<file path="src/rtl/clock_pkg.sv">
// Shared definitions for the clock time-set controller: mode encodings,
// blink mask field indices, BCD field limits and bus widths.
package clock_pkg;

  typedef enum logic [1:0] {
    RUN   = 2'b00,
    SET_H = 2'b01,
    SET_M = 2'b10,
    SET_S = 2'b11
  } mode_e;

  localparam int unsigned HOUR_BIT = 2;
  localparam int unsigned MIN_BIT  = 1;
  localparam int unsigned SEC_BIT  = 0;

  localparam int unsigned SEC_MOD = 60;
  localparam int unsigned MIN_MOD = 60;

  localparam int unsigned BCD_W   = 8;
  localparam int unsigned MODE_W  = 2;
  localparam int unsigned FIELD_W = 3;

endpackage

</file>
<file path="src/rtl/clock_set_controller_if.sv">
// Button/tick inputs and display-side outputs of the clock controller.
//   master : drives tick, mode_btn, inc_btn; observes time, mode, blink, rollover
//   slave  : the controller itself
interface clock_set_controller_if;
  import clock_pkg::*;

  logic               tick;
  logic               mode_btn;
  logic               inc_btn;
  logic [BCD_W-1:0]   hours;
  logic [BCD_W-1:0]   minutes;
  logic [BCD_W-1:0]   seconds;
  logic [MODE_W-1:0]  mode;
  logic [FIELD_W-1:0] blink_hide;
  logic               day_rollover;

  modport master (
    output tick, mode_btn, inc_btn,
    input  hours, minutes, seconds, mode, blink_hide, day_rollover
  );

  modport slave (
    input  tick, mode_btn, inc_btn,
    output hours, minutes, seconds, mode, blink_hide, day_rollover
  );

endinterface

</file>
<file path="src/rtl/bcd_mod_counter.sv">
// Two-digit BCD counter modulo MOD (2..99).
//   clk, reset (async active-low), inc : advance by one
//   value  : registered BCD {tens, units}
//   wrap_c : combinational, high when inc will wrap the counter to 00
module bcd_mod_counter
  import clock_pkg::*;
#(
  parameter int unsigned MOD = 60
) (
  input  logic             clk,
  input  logic             reset,
  input  logic             inc,
  output logic [BCD_W-1:0] value,
  output logic             wrap_c
);

  localparam logic [3:0] LAST_T = 4'((MOD - 1) / 10);
  localparam logic [3:0] LAST_U = 4'((MOD - 1) % 10);

  logic [3:0] tens;
  logic [3:0] units;

  // BCD increment with terminal-count wrap
  always_ff @(posedge clk or negedge reset) begin
    if (!reset) begin
      tens  <= 4'd0;
      units <= 4'd0;
    end else if (inc) begin
      if (wrap_c) begin
        tens  <= 4'd0;
        units <= 4'd0;
      end else if (units == 4'd9) begin
        tens  <= tens + 4'd1;
        units <= 4'd0;
      end else begin
        units <= units + 4'd1;
      end
    end
  end

  assign value  = {tens, units};
  assign wrap_c = inc && (tens == LAST_T) && (units == LAST_U);

endmodule

</file>
<file path="src/rtl/clock_set_controller.sv">
// Timekeeping and time-set controller. Counts hh:mm:ss from a 1 Hz tick in
// RUN, lets the user select and step one field in the SET modes, and drives
// blink masks and a day-rollover pulse for the display.
//   clk, reset (async active-low)
//   bus : clock_set_controller_if.slave (tick/buttons in, time/mode/blink out)
module clock_set_controller
  import clock_pkg::*;
#(
  parameter int unsigned HOUR_MOD = 24
) (
  input  logic                   clk,
  input  logic                   reset,
  clock_set_controller_if.slave  bus
);

  mode_e              state;
  mode_e              state_next;
  logic               phase;
  logic               phase_next;
  logic [FIELD_W-1:0] blink_hide_q;
  logic [FIELD_W-1:0] hide_next;
  logic               day_rollover_q;
  logic               inc_accept;

  logic               sec_inc, min_inc, hr_inc;
  logic               sec_wrap, min_wrap, hr_wrap;
  logic [BCD_W-1:0]   sec_v, min_v, hr_v;

  // State, blink phase and registered display flags
  always_ff @(posedge clk or negedge reset) begin
    if (!reset) begin
      state          <= RUN;
      phase          <= 1'b0;
      blink_hide_q   <= '0;
      day_rollover_q <= 1'b0;
    end else begin
      state          <= state_next;
      phase          <= phase_next;
      blink_hide_q   <= hide_next;
      day_rollover_q <= (state == RUN) && hr_wrap;
    end
  end

  // Next mode, blink phase and mask; mode_btn takes priority over inc_btn
  always_comb begin
    state_next = state;
    phase_next = phase;
    inc_accept = 1'b0;
    hide_next  = '0;

    if (bus.mode_btn) begin
      phase_next = 1'b0;
      case (state)
        RUN:     state_next = SET_H;
        SET_H:   state_next = SET_M;
        SET_M:   state_next = SET_S;
        default: state_next = RUN;
      endcase
    end else if (state != RUN) begin
      if (bus.inc_btn) begin
        inc_accept = 1'b1;
        phase_next = 1'b0;
      end else if (bus.tick) begin
        phase_next = ~phase;
      end
    end

    case (state_next)
      SET_H:   hide_next[HOUR_BIT] = phase_next;
      SET_M:   hide_next[MIN_BIT]  = phase_next;
      SET_S:   hide_next[SEC_BIT]  = phase_next;
      default: hide_next           = '0;
    endcase
  end

  // Carries only ripple in RUN; SET modes step the selected field alone
  assign sec_inc = ((state == RUN) && bus.tick) || ((state == SET_S) && inc_accept);
  assign min_inc = ((state == RUN) && sec_wrap) || ((state == SET_M) && inc_accept);
  assign hr_inc  = ((state == RUN) && min_wrap) || ((state == SET_H) && inc_accept);

  bcd_mod_counter #(.MOD(SEC_MOD)) u_sec (
    .clk(clk), .reset(reset), .inc(sec_inc), .value(sec_v), .wrap_c(sec_wrap)
  );

  bcd_mod_counter #(.MOD(MIN_MOD)) u_min (
    .clk(clk), .reset(reset), .inc(min_inc), .value(min_v), .wrap_c(min_wrap)
  );

  bcd_mod_counter #(.MOD(HOUR_MOD)) u_hr (
    .clk(clk), .reset(reset), .inc(hr_inc), .value(hr_v), .wrap_c(hr_wrap)
  );

  assign bus.seconds      = sec_v;
  assign bus.minutes      = min_v;
  assign bus.hours        = hr_v;
  assign bus.mode         = MODE_W'(state);
  assign bus.blink_hide   = blink_hide_q;
  assign bus.day_rollover = day_rollover_q;

endmodule

</file>
<file path="src/flat_wrapper.sv">
// flat-port wrapper written by rule: the top's interface ports become plain ports
module clock_set_controller_flat import clock_pkg::*;
#(
  parameter int unsigned HOUR_MOD = 24
)
  (clk, reset, bus_tick, bus_mode_btn, bus_inc_btn, bus_hours, bus_minutes, bus_seconds, bus_mode, bus_blink_hide, bus_day_rollover);
  clock_set_controller_if bus_i ();
  input  logic clk;
  input  logic reset;
  input wire logic [$bits(bus_i.tick)-1:0] bus_tick;
  input wire logic [$bits(bus_i.mode_btn)-1:0] bus_mode_btn;
  input wire logic [$bits(bus_i.inc_btn)-1:0] bus_inc_btn;
  output wire logic [$bits(bus_i.hours)-1:0] bus_hours;
  output wire logic [$bits(bus_i.minutes)-1:0] bus_minutes;
  output wire logic [$bits(bus_i.seconds)-1:0] bus_seconds;
  output wire logic [$bits(bus_i.mode)-1:0] bus_mode;
  output wire logic [$bits(bus_i.blink_hide)-1:0] bus_blink_hide;
  output wire logic [$bits(bus_i.day_rollover)-1:0] bus_day_rollover;
  assign bus_i.tick = bus_tick;
  assign bus_i.mode_btn = bus_mode_btn;
  assign bus_i.inc_btn = bus_inc_btn;
  assign bus_hours = bus_i.hours;
  assign bus_minutes = bus_i.minutes;
  assign bus_seconds = bus_i.seconds;
  assign bus_mode = bus_i.mode;
  assign bus_blink_hide = bus_i.blink_hide;
  assign bus_day_rollover = bus_i.day_rollover;
  clock_set_controller #(.HOUR_MOD(HOUR_MOD)) u_core (.clk(clk), .reset(reset), .bus(bus_i));
endmodule
</file>
<file path="config.mk">
export PLATFORM = sky130hd
export DESIGN_NAME = clock_set_controller_flat
export DESIGN_NICKNAME = d
export VERILOG_FILES = /design/src/rtl/clock_pkg.sv /design/src/rtl/clock_set_controller_if.sv /design/src/rtl/bcd_mod_counter.sv /design/src/rtl/clock_set_controller.sv /design/src/flat_wrapper.sv
export SDC_FILE = /design/constraint.sdc
export NUM_CORES = 1
export LEC_CHECK = 0
export ABC_AREA = 1
export ABC_CLOCK_PERIOD_IN_PS = 5000
export CAP_MARGIN = 20
export CORE_MARGIN = 2
export CORE_UTILIZATION = 45
export DETAILED_ROUTE_END_ITERATION = 8
export GPL_ROUTABILITY_DRIVEN = 0
export GPL_TIMING_DRIVEN = 0
export PLACE_DENSITY = 0.66
export RECOVER_POWER = 50
export SLEW_MARGIN = 40
export SYNTH_ARGS = -nofsm -noshare
export SYNTH_HDL_FRONTEND = slang
export SYNTH_HIERARCHICAL = 1
export SYNTH_SLANG_ARGS = --single-unit
export TNS_END_PERCENT = 50
</file>
<file path="constraint.sdc">
create_clock -name clk -period 5 [get_ports clk]
set_input_delay 0.75 -clock clk [delete_from_list [all_inputs] [get_ports clk]]
set_output_delay 0.75 -clock clk [all_outputs]
set_load 0.05 [all_outputs]
</file>
[Word level (Yosys, flattened, before mapping)]
Index checks and enable logic that the tools add are counted.
Operators by class
  $add $sub $neg: 6
  eq/ne operators: 13
  muxes and demuxes: 24
  bitwise operators: 1
  reductions and logical operators: 24
Operator list (number)
  $mux W4: 12
  $add A4 B1 Y4 const B: 6
  $logic_and A1 B1 Y1: 13
  $eq A4 B4 Y1 const B: 3
  $mux W1: 10
  $eq A2 B2 Y1 const B: 4
  $eq A4 B2 Y1 const B: 2
  $eq A4 B3 Y1 const B: 2
  $reduce_bool A2 Y1: 4
  $pmux W2 S3: 1
  $reduce_and A2 Y1: 3
  $eq A2 B1 Y1 const B: 2
  $logic_or A1 B1 Y1: 3
  $logic_not A2 Y1: 1
  $mux W2: 1
  $not A1 Y1: 1
Word-level totals
  flip-flop bits (word level): 31
  output and inout bits: 30
  logic and storage cells: 78

[Depth between registers and ports, before layout]
Gate-level depths: netlist of run 1.
  depth after elaboration: 17
  gate-level depth with buffers: 26
  mapped depth without buffers: 24

[Modules after synthesis]
Netlist of run 1, hierarchy kept.
Modules (own cells, without submodules)
  bcd_mod_counter (u_core.u_hr): instances 1, cells each 60, area each 525.5 µm², sequential area each 200.2 µm²
  bcd_mod_counter (u_core.u_sec): instances 1, cells each 53, area each 486.7 µm², sequential area each 200.2 µm²
  bcd_mod_counter (u_core.u_min): instances 1, cells each 56, area each 469.2 µm², sequential area each 200.2 µm²
  clock_set_controller: instances 1, cells each 55, area each 421.7 µm², sequential area each 175.2 µm²

[Worst setup path before layout of run 1]
No wires, ideal clock.
  path kind: register to register
  from: reg u_core.state[0], in the netlist u_core/bus.mode[0]
  to: reg u_core.u_hr.units[1]
  arrival time: 3.422 ns
  data required time: 4.877 ns
  path slack: 1.455 ns
  cell stages (with the launch flop): 27
  path buffers: 2
  clock period less this slack: 3.545 ns
  cells stage by stage: dfrtp_1 -> inv_1 -> ha_1 -> inv_1 -> nand3_1 -> o21ai_0 -> buf_6 -> nand2_4 -> nor2_8 -> nand2_1 -> inv_1 -> nand2_1 -> o21ai_0 -> inv_2 -> nor2_4 -> inv_2 -> nor2_1 -> nand2_1 -> o21ai_0 -> buf_6 -> nand2_4 -> nor2_4 -> nand2_4 -> nand2_4 -> nand2_4 -> inv_4 -> nor2_2
Between the ends
  cells in the longest elaborated chain, start to end: 16
  elaborated cells between the ends (all ways): 23
RTL lines
  start, declared: RTL line clock_set_controller.sv:16  | mode_e state;
  start signal, assigned: RTL line clock_set_controller.sv:37  | state <= state_next;
  $reduce_bool A2 Y1: RTL line clock_set_controller.sv:59  | end else if (state != RUN) begin
  $mux W1: RTL line clock_set_controller.sv:59
  $mux W1: RTL line clock_set_controller.sv:51  | if (bus.mode_btn) begin
  $logic_and A1 B1 Y1: RTL line clock_set_controller.sv:77  | assign sec_inc = ((state == RUN) && bus.tick) || ((state == SET_S) && inc_accept);
  $logic_or A1 B1 Y1 (*): RTL line clock_set_controller.sv:77
  via u_core.sec_inc: RTL line clock_set_controller.sv:25  | logic sec_inc, min_inc, hr_inc;
  $logic_and A1 B1 Y1 (*) (2 in a row): RTL line bcd_mod_counter.sv:42  | assign wrap_c = inc && (tens == LAST_T) && (units == LAST_U);
  via u_core.sec_wrap: RTL line clock_set_controller.sv:26  | logic sec_wrap, min_wrap, hr_wrap;
  [... 2 more ...]
  via u_core.min_inc: RTL line clock_set_controller.sv:25
  $logic_and A1 B1 Y1 (*) (2 in a row): RTL line bcd_mod_counter.sv:42
  via u_core.min_wrap: RTL line clock_set_controller.sv:26
  $logic_and A1 B1 Y1 (*): RTL line clock_set_controller.sv:79  | assign hr_inc = ((state == RUN) && min_wrap) || ((state == SET_H) && inc_accept);
  $logic_or A1 B1 Y1 (*): RTL line clock_set_controller.sv:79
  via u_core.hr_inc: RTL line clock_set_controller.sv:25
  $logic_and A1 B1 Y1 (2 in a row): RTL line bcd_mod_counter.sv:42
  $mux W4: RTL line bcd_mod_counter.sv:29  | if (wrap_c) begin
  end signal, assigned: RTL line bcd_mod_counter.sv:36  | units <= units + 4'd1;
  end, declared: RTL line bcd_mod_counter.sv:21  | logic [3:0] units;
Mark *: on every way through the listed nets, which the timed path passes. The rest lies on a longest branch.
A chain may end at the register's enable or synchronous reset.

[Final worst setup path of run 1]
  from: in bus_mode_btn
  to: reg u_core.u_hr.units[0]
Between the ends
  cells in the longest elaborated chain, start to end: 14
  elaborated cells between the ends (all ways): 16
RTL lines
  start, declared: RTL line flat_wrapper.sv:11  | input wire logic [$bits(bus_i.mode_btn)-1:0] bus_mode_btn;
  $mux W1 (*): RTL line clock_set_controller.sv:51
  $logic_and A1 B1 Y1 (*): RTL line clock_set_controller.sv:77
  $logic_or A1 B1 Y1 (*): RTL line clock_set_controller.sv:77
  via u_core.sec_inc: RTL line clock_set_controller.sv:25
  $logic_and A1 B1 Y1 (*) (2 in a row): RTL line bcd_mod_counter.sv:42
  via u_core.sec_wrap: RTL line clock_set_controller.sv:26
  $logic_and A1 B1 Y1 (*): RTL line clock_set_controller.sv:78  | assign min_inc = ((state == RUN) && sec_wrap) || ((state == SET_M) && inc_accept);
  $logic_or A1 B1 Y1 (*): RTL line clock_set_controller.sv:78
  via u_core.min_inc: RTL line clock_set_controller.sv:25
  $logic_and A1 B1 Y1 (*) (2 in a row): RTL line bcd_mod_counter.sv:42
  via u_core.min_wrap: RTL line clock_set_controller.sv:26
  $logic_and A1 B1 Y1 (*): RTL line clock_set_controller.sv:79
  $logic_or A1 B1 Y1 (*): RTL line clock_set_controller.sv:79
  via u_core.hr_inc: RTL line clock_set_controller.sv:25
  $logic_and A1 B1 Y1 (2 in a row): RTL line bcd_mod_counter.sv:42
  $mux W4: RTL line bcd_mod_counter.sv:29
Marked as above.

==> results.yml, run 1 <==
critical_path:
  rr_startpoint: "u_core/bus.mode[0]"
  worst_path_max_delay_cell: "dlygate4sd3_1"
  crit_fanout: 10
  path_buf_inv: 8
  path_class: "in2reg"
  crit_path_end_kind: "flop"
  crit_top_cell: "nand2_4"
  slowest_delay_ns: 0.62
  cp.depth: 25
  cpLargestDelayFamily: "buffers and inverters"
  critPathLaunch: "bus_mode_btn"
  cp.arrival_ns: 4.36
  critPathLaunchType: "primary input"
  ff2ff_path_depth: 26
  required_ns: 5.18
timing:
  max_slew.worst_pin.slew_ns: 0.9206
  period_needed_ns: 4.178
  setup_violations: 0
  setup_ws_ns: 0.8217
  slew_headroom_pct: 38.63
  setup_tns_ns: 0
  hold_viol: 0
  clock.fmax_mhz: 239.3
  finalMaxSlewViolations: 0
  timing.final.crit_share_pct: 83.57
  skew_ns: 0.004433
  rsz0062_at_grt: "no"
cts:
  ctsHoldBuffers: 0
  cts.sinks: 31
  h-tree-depth: 2
  cts_tree: "yes"
  worstSkewPairLatency_ns: 0.29
  cts_setup_buffers: 0
  clk_pin_slew_worst_paths_ns: 0.07
  cts_root_buffer: "clkbuf_8"
  cts_buffer_depth: 2
  ctsResizeCount: 0
  cts_buffers: 5
power:
  cellPowerDensity_nw_per_um2: 569.0
  combPwrFrac_pct: 51.5
  power_uw: 1368
  max-vdd-ir-drop_uv: 362.2
  seqPwrFrac_pct: 29.8
  p_leak_uw: 0.001313
  p_int_uw: 721.8
  p_sw_share_pct: 47.24
  clkPwrFrac_pct: 18.7
  power.switching_uw: 646.5
detailed_routing:
  routedWlPerCell_um: 11.15
  drt_iter0_markers: 78
  dr.pass1.iters: 4
  num_vias: 1503
  vias_per_cell: 4.741
  drc_errors: 0
  routed_wl_mm: 3.534
  ant_nets: 0
synth:
  synth-seq-cells: 31
  seq_area_frac_synth_pct: 40.76
  ys_warn_count: 6
  synth_cells: 224
  yosysUniqueCellTypes: 29
  netlist_area_sq_um: 1903
  synth_area_per_cell_sq_um: 8.496
  syn-num-nets: 246
min_path:
  min_path_type: "in2async"
placed_design:
  io_buffers: 34
  dp_hpwl_mm: 2.708
  place_ws_ns: 0.7792
  placed_area_sq_um: 2328
  place_inst: 309
floorplanning:
  dieArea_sq_um: 4765
  coreArea_sq_um: 4029
  rows: 23
  num_io_pins: 35
  die_h_um: 69.03
  die_x_um: 69.03
  start_util_pct: 47.24
run:
  cap_violations: 0
cells_and_area:
  final_area_sq_um: 2405
  num_antenna_cells: 0
  final_cells: 317
  syn_to_final_growth_pct: 26.36
  nets: 288
  drive_gt1_share_pct: 12.73
global_route:
  overflow: 0
  antenna_found_initial: 0
  grt_pass1_wl_mm: 6.244
  grt_usage_pct: 16.17
  grt_max_degree: 18
  grt_pass1_vias: 1404
run_status:
  status: "finished clean"
[cells in the mapped netlist]
cell type	instances	area, sq um
nor2_4	2	22.52
inv_1	35	131.4
a21oi_1	4	20.02
o21ai_0	6	30.03
nand2_1	53	198.9
nor3_1	1	5.000
nand2_4	6	67.56
nor2_1	16	60.06
inv_2	5	18.77
nand3_2	1	10.01
xor2_1	6	52.55
a211oi_1	1	7.510
xnor2_1	2	17.52
nor2_2	4	25.02
nand4_1	7	43.79
o22ai_1	1	6.260
dfrtp_1	31	775.7
nand3_4	1	17.52
nand3_1	13	65.06
nand3b_1	1	7.510
ha_1	17	212.7
nor3_2	1	10.01
nand2_2	3	18.77
a21oi_2	1	8.760
buf_6	2	22.52
o21ai_2	1	8.760
inv_4	1	6.260
nor2_8	1	20.02
o22ai_2	1	12.51
[worst reg2reg max path, stage by stage, from the launching register on]
cell and delay (ns):
dfrtp_1 0.40, inv_1 0.12, ha_1 0.28, inv_1 0.09
nand3_1 0.10, o21ai_0 0.15, clkbuf_1 0.34, nand2_4 0.11
nor2_8 0.19, nand2_1 0.10, inv_1 0.06, nand2_1 0.04
o21ai_1 0.29, inv_2 0.09, nor2_4 0.20, inv_2 0.09
nor2_1 0.11, nand2_1 0.06, o21ai_0 0.11, buf_6 0.20
nand2_4 0.07, nor2_4 0.12, nand2_4 0.08, nand2_4 0.08
nand2_4 0.07, inv_4 0.09, nor2_2 0.04
[per-layer routing]
metal | routed length [um] | vias to the layer above | GRT usage (%)
met4 | 78 | 0 | 8.061
met3 | 132 | 6 | 4.532
met2 | 1643 | 28 | 24.36
met1 | 1679 | 689 | 21.24
li1 | - | 780 | -
met5 | 0 | - | 0
[stage by stage]
step,util (%),hold WS [ns]
floorplan,-,0.4544
global placement,57.24,0.5233
detailed placement,57.79,0.5260
CTS,60.71,0.3830
global route,59.69,0.5884
finish,59.69,0.5193
[logic make-up (layout without fill, tap and decap cells)]
family,after synthesis,in the layout,synth area share [%]
adder cells (fa/ha/maj),17,17,11.18
buffers and inverters,43,86,9.402
flip-flops,31,31,40.76
AO/OA/AOI/OAI,15,15,4.931
AND/OR/NAND/NOR,110,110,30.05
XOR/XNOR,8,8,3.682
[worst paths after layout]
kind,slack [ns],endpoint
max,0.82,u_core/u_hr/units[0]
min,0.52,u_core/bus.mode[0]
max reg2reg,1.20,u_core/u_hr/units[0]
min reg2reg,0.55,u_core/u_min/tens[3]
max in group asynchronous,3.19,u_core/u_min/units[0]
min in group clk,0.55,u_core/u_min/tens[3]
[power groups by stage]
stage	Combinational (uW)	Clock, uW	Sequential [uW]
3_5_place_dp	723	0	415
3_3_place_gp	706	0	412
6_report	704	256	408
5_1_grt	760	276	423
2_1_floorplan	278	0	644
4_1_cts	727	264	412
[cell type report]
cell class              instances  area (sq um)
flip-flops and latches         31         775.7
repair buffers                 35         337.8
clock buffers                   6         82.58
multi-input cells             150         939.7
fillers                       373          1624
well taps                      50         62.56
inverters                      41         156.4
plain buffers                   2         15.01
clock inverters                 2         35.03
[layout by cell type (no fill, tap or decap), types with 5 or more instances in the layout]
cell type	instances
clkbuf_8	6
clkdlybuf4s50_1	27
dfrtp_1	31
dlygate4sd3_1	6
ha_1	17
inv_1	36
nand2_1	54
nand2_4	6
nand3_1	13
nand4_1	7
nor2_1	16
o21ai_0	5
xor2_1	6
[flip-flops by register name, indices dropped and copies added (netlist names), 2 cells and up]
register / flops
u_core/u_sec/units: 4
u_core/u_hr/units: 4
u_core/u_hr/tens: 4
u_core/bus.mode: 2
u_core/u_min/tens: 4
u_core/u_min/units: 4
u_core/u_sec/tens: 4
u_core/bus.blink_hide: 3
Note: power is estimated with default switching activity, not from simulation.
==> run 2: changes to the inputs <==
- ABC_CLOCK_PERIOD_IN_PS: 5000 -> 3750
- PLACE_DENSITY: 0.66 -> 0.69
- clock period: 5 -> 3.75 ns (I/O delays scaled with it)
==> run 2 against run 1 <==
Effect of this change: clock skew decreased by 0.0010 ns; flip-flop and latch count unchanged; count of clock-buffer cells in the layout stayed put; wire length decreased by 5.8%; worst setup slack got worse by 0.48 ns; sequential share of layout area up 0.48 points; sequential power rose by 33%.
==> results.yml, run 2 (synthesis gave the netlist of run 1 again) <==
timing:
  skew_ns: 0.003386
  finalMaxSlewViolations: 0
  slew_headroom_pct: 29.08
  period_needed_ns: 3.410
  rsz0062_at_grt: "no"
  clock.fmax_mhz: 293.3
  timing.final.crit_share_pct: 90.92
  setup_violations: 0
  setup_tns_ns: 0
  hold_viol: 0
  max_slew.worst_pin.slew_ns: 1.064
  setup_ws_ns: 0.3404
floorplanning:
  rows: 23
  die_h_um: 69.03
  num_io_pins: 35
  coreArea_sq_um: 4029
  start_util_pct: 47.24
  die_x_um: 69.03
  dieArea_sq_um: 4765
cts:
  cts_root_buffer: "clkbuf_8"
  worstSkewPairLatency_ns: 0.27
  ctsResizeCount: 0
  cts_setup_buffers: 0
  ctsHoldBuffers: 0
  clk_pin_slew_worst_paths_ns: 0.06
  cts_buffer_depth: 2
  h-tree-depth: 2
  cts_buffers: 5
  cts.sinks: 31
  cts_tree: "yes"
placed_design:
  dp_hpwl_mm: 2.552
  place_ws_ns: -0.2111
  io_buffers: 34
cells_and_area:
  syn_to_final_growth_pct: 24.52
  fin_util_pct: 58.82
  drive_gt1_share_pct: 12.83
  num_antenna_cells: 0
  final_cell_mix: "nand2_1, inv_1, dfrtp_1"
  layout_commonest_cell: "nand2_1"
  nets: 288
critical_path:
  worst_path_max_delay_cell: "clkdlybuf4s50_1"
  path_class: "in2reg"
  cpLargestDelayFamily: "buffers and inverters"
  crit_fanout: 10
  slowest_delay_ns: 0.51
  crit_path_end_kind: "flop"
  required_ns: 3.91
  cp.arrival_ns: 3.57
  critPathLaunchType: "primary input"
  crit_top_cell: "nand2_4"
  path_buf_inv: 8
min_path:
  min_path_type: "in2async"
run_status:
  status: "finished clean"
global_route:
  grt_usage_pct: 15.03
  grt_max_degree: 21
  overflow: 0
  antenna_found_initial: 0
  grt_pass1_vias: 1386
  grt_pass1_wl_mm: 5.961
detailed_routing:
  routed_wl_mm: 3.329
  drc_errors: 0
  vias_per_cell: 4.692
  drt_iter0_markers: 60
  ant_nets: 0
  num_vias: 1478
  routedWlPerCell_um: 10.57
  dr.pass1.iters: 4
run:
  cap_violations: 0
power:
  cellPowerDensity_nw_per_um2: 727.0
  p_leak_uw: 0.001293
  max-vdd-ir-drop_uv: 422.4
run 2: layout make-up:
type | instances | area, sq um
fillers | 379 | 1659
well taps | 50 | 62.56
flip-flops and latches | 31 | 775.7
plain buffers | 2 | 22.52
inverters | 41 | 156.4
clock buffers | 6 | 72.57
multi-input cells | 150 | 942.2
repair buffers | 35 | 337.8
run 2: final timing paths:
kind                                      startpoint  slack, ns  cells past startpoint                   end
max in group asynchronous                      reset       2.07                      2  u_core/u_hr/units[1]
min in group clk                u_core/u_min/tens[3]       0.54                      2  u_core/u_min/tens[3]
worst max-delay path                    bus_mode_btn       0.34                     25  u_core/u_hr/units[0]
worst max register to register    u_core/bus.mode[0]       0.41                     26  u_core/u_hr/units[0]
worst min register to register  u_core/u_min/tens[3]       0.54                      2  u_core/u_min/tens[3]
worst min-delay path                           reset       0.29                      1  u_core/u_sec/tens[0]
run 2: layer usage:
layer  global-route usage, %  share of wire [%]  vias to the layer above
li1                        -                  -                      774
met1                   19.13                 49                      672
met2                   24.79                 46                       27
met3                   3.801                4.2                        5
met4                   5.229                1.1                        0
met5                       0                  0                        -
run 2: metrics by stage:
step | instance area [sq um] | std cells | power, uW | hold WS [ns]
5_1_grt | 2370 | 315 | 1852 | 0.3532
4_1_cts | 2401 | 315 | 1753 | 0.1841
3_5_place_dp | 2328 | 309 | 1510 | 0.4797
2_1_floorplan | 1903 | 224 | 1230 | 0.2669
6_report | 2370 | 315 | 1723 | 0.2885
3_3_place_gp | 2306 | 308 | 1490 | 0.5241
run 2: power by group:
| part | internal, uW | leakage [uW] | switching, uW |
|---|---|---|---|
| Clock | 123 | 0.0000371 | 109 |
| Combinational | 327 | 0.000860 | 620 |
| Sequential | 431 | 0.000397 | 113 |
